### src/rtl/round_controller.sv
`default_nettype none
// ============================================================================
//  Module      : round_controller
//  Description : Game-round sequencer driven by the coarse timer tick. Arms
//                the timer, runs a fixed-length round of timer ticks, counts
//                player hits, holds a game-over period and tracks the best
//                score since reset.
//  Revision    : 1.0  initial release
// ============================================================================
module round_controller #(
    parameter int SCORE_W         = 8,
    parameter int TICKS_PER_ROUND = 6,
    parameter int OVER_HOLD_TICKS = 2,
    parameter int TL_W            = $clog2(TICKS_PER_ROUND + 1)
) (
    input  logic               clk,
    input  logic               reset,
    input  logic               start,
    input  logic               hit,
    input  logic               timer_tick,
    output logic               timer_enable,
    output logic               playing,
    output logic               game_over,
    output logic [SCORE_W-1:0] score,
    output logic [SCORE_W-1:0] high_score,
    output logic               new_high,
    output logic [TL_W-1:0]    ticks_left
);

    localparam int HOLD_W = $clog2(OVER_HOLD_TICKS + 1);

    // All four encodings are used, so no state can lock the sequencer up.
    localparam logic [1:0] c_ST_IDLE  = 2'd0;
    localparam logic [1:0] c_ST_READY = 2'd1;
    localparam logic [1:0] c_ST_PLAY  = 2'd2;
    localparam logic [1:0] c_ST_OVER  = 2'd3;

    localparam logic [SCORE_W-1:0] c_SCORE_MAX  = {SCORE_W{1'b1}};
    localparam logic [TL_W-1:0]    c_TICKS_INIT = TL_W'(TICKS_PER_ROUND);
    localparam logic [HOLD_W-1:0]  c_HOLD_LAST  = HOLD_W'(OVER_HOLD_TICKS - 1);

    logic [1:0]         r_state;
    logic [1:0]         w_state_nx;
    logic               r_start_q;
    logic               r_hit_q;
    logic               r_tick_q;
    logic [HOLD_W-1:0]  r_hold;
    logic [HOLD_W-1:0]  w_hold_nx;
    logic [SCORE_W-1:0] w_score_nx;
    logic [SCORE_W-1:0] w_high_nx;
    logic               w_new_high_nx;
    logic [TL_W-1:0]    w_ticks_nx;
    logic               w_start_rise;
    logic               w_hit_rise;
    logic               w_tick_rise;

    assign w_start_rise = start      & ~r_start_q;
    assign w_hit_rise   = hit        & ~r_hit_q;
    assign w_tick_rise  = timer_tick & ~r_tick_q;

    // Next-state and next-output decode; every target gets a hold default first.
    always_comb begin
        w_state_nx    = r_state;
        w_hold_nx     = r_hold;
        w_score_nx    = score;
        w_high_nx     = high_score;
        w_new_high_nx = 1'b0;
        w_ticks_nx    = ticks_left;
        case (r_state)
            c_ST_IDLE: begin
                w_ticks_nx = '0;
                if (w_start_rise) begin
                    w_state_nx = c_ST_READY;
                    w_score_nx = '0;
                end
            end
            c_ST_READY: begin
                w_ticks_nx = '0;
                if (w_tick_rise) begin
                    w_state_nx = c_ST_PLAY;
                    w_ticks_nx = c_TICKS_INIT;
                end
            end
            c_ST_PLAY: begin
                // Hit is applied first so a hit on the final tick still counts.
                if (w_hit_rise && (score != c_SCORE_MAX)) begin
                    w_score_nx = score + 1'b1;
                end
                if (w_tick_rise) begin
                    if (ticks_left > TL_W'(1)) begin
                        w_ticks_nx = ticks_left - 1'b1;
                    end else begin
                        w_ticks_nx = '0;
                        w_state_nx = c_ST_OVER;
                        w_hold_nx  = '0;
                        if (w_score_nx > high_score) begin
                            w_high_nx     = w_score_nx;
                            w_new_high_nx = 1'b1;
                        end
                    end
                end
            end
            c_ST_OVER: begin
                w_ticks_nx = '0;
                if (w_tick_rise) begin
                    if (r_hold == c_HOLD_LAST) begin
                        w_state_nx = c_ST_IDLE;
                        w_hold_nx  = '0;
                    end else begin
                        w_hold_nx = r_hold + 1'b1;
                    end
                end
            end
            default: begin
                w_state_nx = c_ST_IDLE;
                w_hold_nx  = '0;
                w_ticks_nx = '0;
            end
        endcase
    end

    // State, edge-detect history and registered outputs.
    always_ff @(posedge clk or negedge reset) begin
        if (!reset) begin
            r_state      <= c_ST_IDLE;
            r_start_q    <= 1'b1;
            r_hit_q      <= 1'b1;
            r_tick_q     <= 1'b1;
            r_hold       <= '0;
            timer_enable <= 1'b0;
            playing      <= 1'b0;
            game_over    <= 1'b0;
            score        <= '0;
            high_score   <= '0;
            new_high     <= 1'b0;
            ticks_left   <= '0;
        end else begin
            r_state      <= w_state_nx;
            r_start_q    <= start;
            r_hit_q      <= hit;
            r_tick_q     <= timer_tick;
            r_hold       <= w_hold_nx;
            timer_enable <= (w_state_nx != c_ST_IDLE);
            playing      <= (w_state_nx == c_ST_PLAY);
            game_over    <= (w_state_nx == c_ST_OVER);
            score        <= w_score_nx;
            high_score   <= w_high_nx;
            new_high     <= w_new_high_nx;
            ticks_left   <= w_ticks_nx;
        end
    end

endmodule
`default_nettype wire

### config.mk
export PLATFORM = sky130hd
export DESIGN_NAME = round_controller
export DESIGN_NICKNAME = d
export VERILOG_FILES = /design/src/rtl/round_controller.sv
export SDC_FILE = /design/constraint.sdc
export NUM_CORES = 1
export LEC_CHECK = 0
export CORE_MARGIN = 2
export CORE_UTILIZATION = 55
export CTS_CLUSTER_SIZE = 25
export DETAILED_ROUTE_END_ITERATION = 12
export GPL_ROUTABILITY_DRIVEN = 1
export PLACE_DENSITY = 0.82
export SYNTH_ARGS = -nofsm -noshare
export SYNTH_HDL_FRONTEND = slang
export SYNTH_SLANG_ARGS = --single-unit
### constraint.sdc
create_clock -name clk -period 10.2 [get_ports clk]
set_clock_uncertainty 0.2 [all_clocks]
set_input_delay 3.06 -clock clk [delete_from_list [all_inputs] [get_ports clk]]
set_output_delay 3.06 -clock clk [all_outputs]
set_load 0.01 [all_outputs]
==> results <==
- The run finished with clean final reports.
- Dividing the detail-routed wire length by the instance count gives 15.7 µm.
- The worst endpoint required time is 10.23 ns.
- The post-CTS setup buffer count is 0.
- Walking the worst path, the cells encountered are clkdlybuf4s50_1 -> nor2b_1 -> o21ai_0 -> mux2_2 -> ha_1 -> nor2b_1 -> o211ai_1 -> a21oi_1 -> o311ai_4 -> mux2_2.
- Data on the critical path arrives at its endpoint at 6.15 ns.
- From bottom edge to top edge, the die measures 59.4 µm.
- The flip-flop and latch count after synthesis is 30.
- The final number of setup-violating endpoints is 0.
- The leakage power is 0.874 nW.
- The total clock buffers created by CTS is 5.
- The netlist area before placement is 1690 µm².
- Global routing used 38.5% of the available met2 tracks.
- After layout, the worst path uses 60.0% of the clock period.
- The congestion estimate from routability-driven global placement came to 0.847.
- Net switching is 37.5% of the power.
- Max-cap violations in this run came to 0.
- The cell at the root of the clock tree is sky130_fd_sc_hd__clkbuf_4.
- The clock network accounts for 18.9% of the total power.
- The die outline area is 3520 µm².
- The routed layout has 1342 vias.
- The met3 routing resource usage after global routing is 7.64%.
- The final count of pins violating max slew came to 0.
- Compared with the post-synthesis result, the final layout area differs by 20.6%.
- In the synthesized netlist the dominant register cell turns out to be sky130_fd_sc_hd__dfrtp_1.
- The repair_antennas step left the layout with diodes totalling 0.
- The ratio of cells with drive above 1 in the final layout is 13.4%.
- The post-cts repair resize count is 0.
- The max-slew headroom at the worst pin is 63.3%.
- In this run the deepest clock path goes through 2 buffers.
- Wires add up to 3.57 mm.
- The net count of the finished layout is 209.
- The number of levels the H-tree was split into is 2.
- Setup total negative slack on the finished layout was measured at 0 ns.
- The via density per instance is 5.91.
- For this run, global-route usage on met1 was measured as 28.9%.
- The combinational cell fraction of total power is 40.0%.
- The initial utilization of the core area, before any placement, comes to 56.6%.
- For the pin with the worst max-slew slack, the measured transition is 0.549 ns.
- The sequential share of power is 41.0%.
- The final core area utilization is 68.3%.
- The first global-routing pass estimated 6.04 mm of wire.
- A synthesized cell averages 10.3 µm².
- Global routing consumed, over all layers together, 23.7% of the routing resources.
- For this run, the slowest stage of the critical path takes 0.49 ns.
- The internal power of the cells is 0.250 mW.
- For the finished layout, the period the worst path requires is 6.12 ns.
- Counting flops with an async set or reset pin after synthesis yields a share of 100%.
- The class of the worst hold path is register to register.
- The synthesized instance count is 164.
- After clock tree synthesis, the flow added hold-fix buffers numbering 0.
- After filler insertion, the fill cell instance count of the layout stands at 236.
- The quantity of I/O buffers inserted on ports is 27.
- The number of warnings reported in the yosys synthesis log is 0.
- Entering global routing, the biggest net connects 31 pins.
- The class of the most critical setup path is input port to register.
- Across the VDD grid, the largest voltage drop is 0.000135 V.
- Derived from the worst setup path, the maximum achievable clock frequency is 0.163 GHz.
- TritonCTS built the clock tree.
- The count of unique library cells instantiated by Yosys is 38.
- The proportion of synthesized chip area in sequential cells is 44.8%.
- The number of antenna violations at the first check in global routing is 0.
- The largest individual stage delay along the critical path comes from the cell sky130_fd_sc_hd__clkdlybuf4s50_1.
- The startpoint type of the worst setup path is an input port.
- Leaving out fill and tap cells, the most frequent cells in the layout are sky130_fd_sc_hd__dfrtp_1 (27), sky130_fd_sc_hd__clkdlybuf4s50_1 (27), sky130_fd_sc_hd__inv_1 (13), sky130_fd_sc_hd__o21ai_0 (12), sky130_fd_sc_hd__ha_1 (11).
- 28 I/O pins were placed.
- Yosys mapped a number of flops with a built-in enable equal to 0.
- In the routed design, unresolved DRC markers number 0.
- The number of endpoints with negative hold slack in the final report is 0.
- Setup repair after global routing left no endpoint under its margin.
- Along the worst path, the maximum fanout reaches 9.
- The number of detailed-route iterations in the first pass is 4.
- The total nets after synthesis is 180.
- The total overflow left after global routing is 0.
- The peak-usage layer in the global routing report is met2.
- The area of the core is 2980 µm².
- The critical path endpoint category is a register.
- Power spread over the standard cell area amounts to 197 nW/µm².
- Summed over all nets, the switching power comes to 0.150 mW.
- The number of design-rule violations left by the first detailed-router iteration is 69.
- The HPWL after detailed placement is 2.63 mm.
- The clock slew seen by the registers of the worst setup and hold paths is 0.10 ns.
- The floorplan has 20 rows.
- The number of global-route vias before repair is 1339.
- The worst-skew pair later-pin latency is 0.34 ns.
- The clock net in this run drives a total of 30 sinks.
- The number of nets with antenna violations after detailed routing is 0.
- The die is 59.4 µm wide.
## metal layers
metal / wire length (µm) / part of all wire [%]
met5: 0 / 0
met4: 80 / 2.2
met3: 158 / 4.4
met2: 1780 / 50
met1: 1550 / 43
## flip-flops by register name, summed over array words and instances (netlist names), 2 cells and up
register	count
ticks_left	3
high_score	8
score	8
r_state	2
r_hold	2
## critical path: cells and delay by family
| family | cells | cell delay [ns] |
|---|---|---|
| compound gates | 4 | 1.09 |
| fa+ha+maj | 1 | 0.29 |
| buf+inv | 1 | 0.49 |
| mux | 2 | 0.75 |
| simple gates | 2 | 0.47 |
## power groups by stage
stage	Sequential [mW]	Combinational, mW	Clock, mW
after global placement	0.165	0.149	0
after global routing	0.168	0.178	0.0827
final	0.164	0.160	0.0758
after floorplan	0.163	0.102	0
after detailed placement	0.167	0.160	0
after CTS	0.164	0.161	0.0784
## cell usage after synthesis, types with 2 or more instances
cell                        n  share of area, %
sky130_fd_sc_hd__dfrtp_1   27                40
sky130_fd_sc_hd__inv_1     13               2.9
sky130_fd_sc_hd__o21ai_0   12               3.6
sky130_fd_sc_hd__ha_1      11               8.2
sky130_fd_sc_hd__a21oi_1   10               3.0
sky130_fd_sc_hd__mux2_2     9               6.0
sky130_fd_sc_hd__nor2_1     9               2.0
sky130_fd_sc_hd__nand2_1    8               1.8
sky130_fd_sc_hd__nand3_1    7               2.1
sky130_fd_sc_hd__nand4_1    5               1.9
sky130_fd_sc_hd__nor2b_1    5               1.9
sky130_fd_sc_hd__a31oi_1    4               1.5
sky130_fd_sc_hd__a22o_1     3               1.6
sky130_fd_sc_hd__clkbuf_1   3              0.67
sky130_fd_sc_hd__dfstp_2    3               4.7
sky130_fd_sc_hd__nor3_1     3              0.89
sky130_fd_sc_hd__o211ai_1   3               1.3
sky130_fd_sc_hd__xor2_1     3               1.6
sky130_fd_sc_hd__and3_1     2              0.74
sky130_fd_sc_hd__buf_4      2              0.89
sky130_fd_sc_hd__nand2b_1   2              0.74
sky130_fd_sc_hd__o21ba_2    2               1.2
sky130_fd_sc_hd__o21bai_1   2              0.89
sky130_fd_sc_hd__xnor2_1    2               1.0
## stage by stage
stage	area [µm²]	hold WS [ns]	cells	setup slack, ns	power (mW)
3_3_place_gp	1970	0.306	219	3.95	0.314
6_report	2030	0.346	227	4.08	0.401
4_1_cts	2030	0.349	227	4.14	0.403
5_1_grt	2030	0.358	227	3.92	0.429
2_1_floorplan	1690	0.282	164	4.61	0.266
3_5_place_dp	1970	0.320	219	3.76	0.326
## cell families after synthesis
logic type | synth area share [%]
AO/OA/AOI/OAI | 17.7
XOR/XNOR | 2.60
adder cells (fa/ha/maj) | 8.17
buffers and inverters | 4.75
flip-flops | 44.8
multiplexers | 7.50
AND/OR/NAND/NOR | 14.6
## path summary, 6_finish.rpt
path                            slack (ns)       from       endpoint  cells past startpoint
worst min-delay path                  0.35  r_hold[1]      r_hold[1]                      2
worst max register to register        6.51   score[0]  high_score[5]                     10
max in group asynchronous             6.57      reset      r_start_q                      2
worst min register to register        0.35  r_hold[1]      r_hold[1]                      2
min in group asynchronous             2.90      reset  high_score[5]                      2
worst max-delay path                  4.08        hit  high_score[5]                     10
## layout make-up
class	instances	area, µm²	share of cell area [%]
multi-input cells	115	851	41.8
flip-flops and latches	30	754	37.1
repair buffers	28	278	13.7
clock buffers	7	55.1	2.71
inverters	13	48.8	2.40
well taps	33	41.3	2.03
clock inverters	1	5.00	0.246
Note: power is estimated with default switching activity, not from simulation.
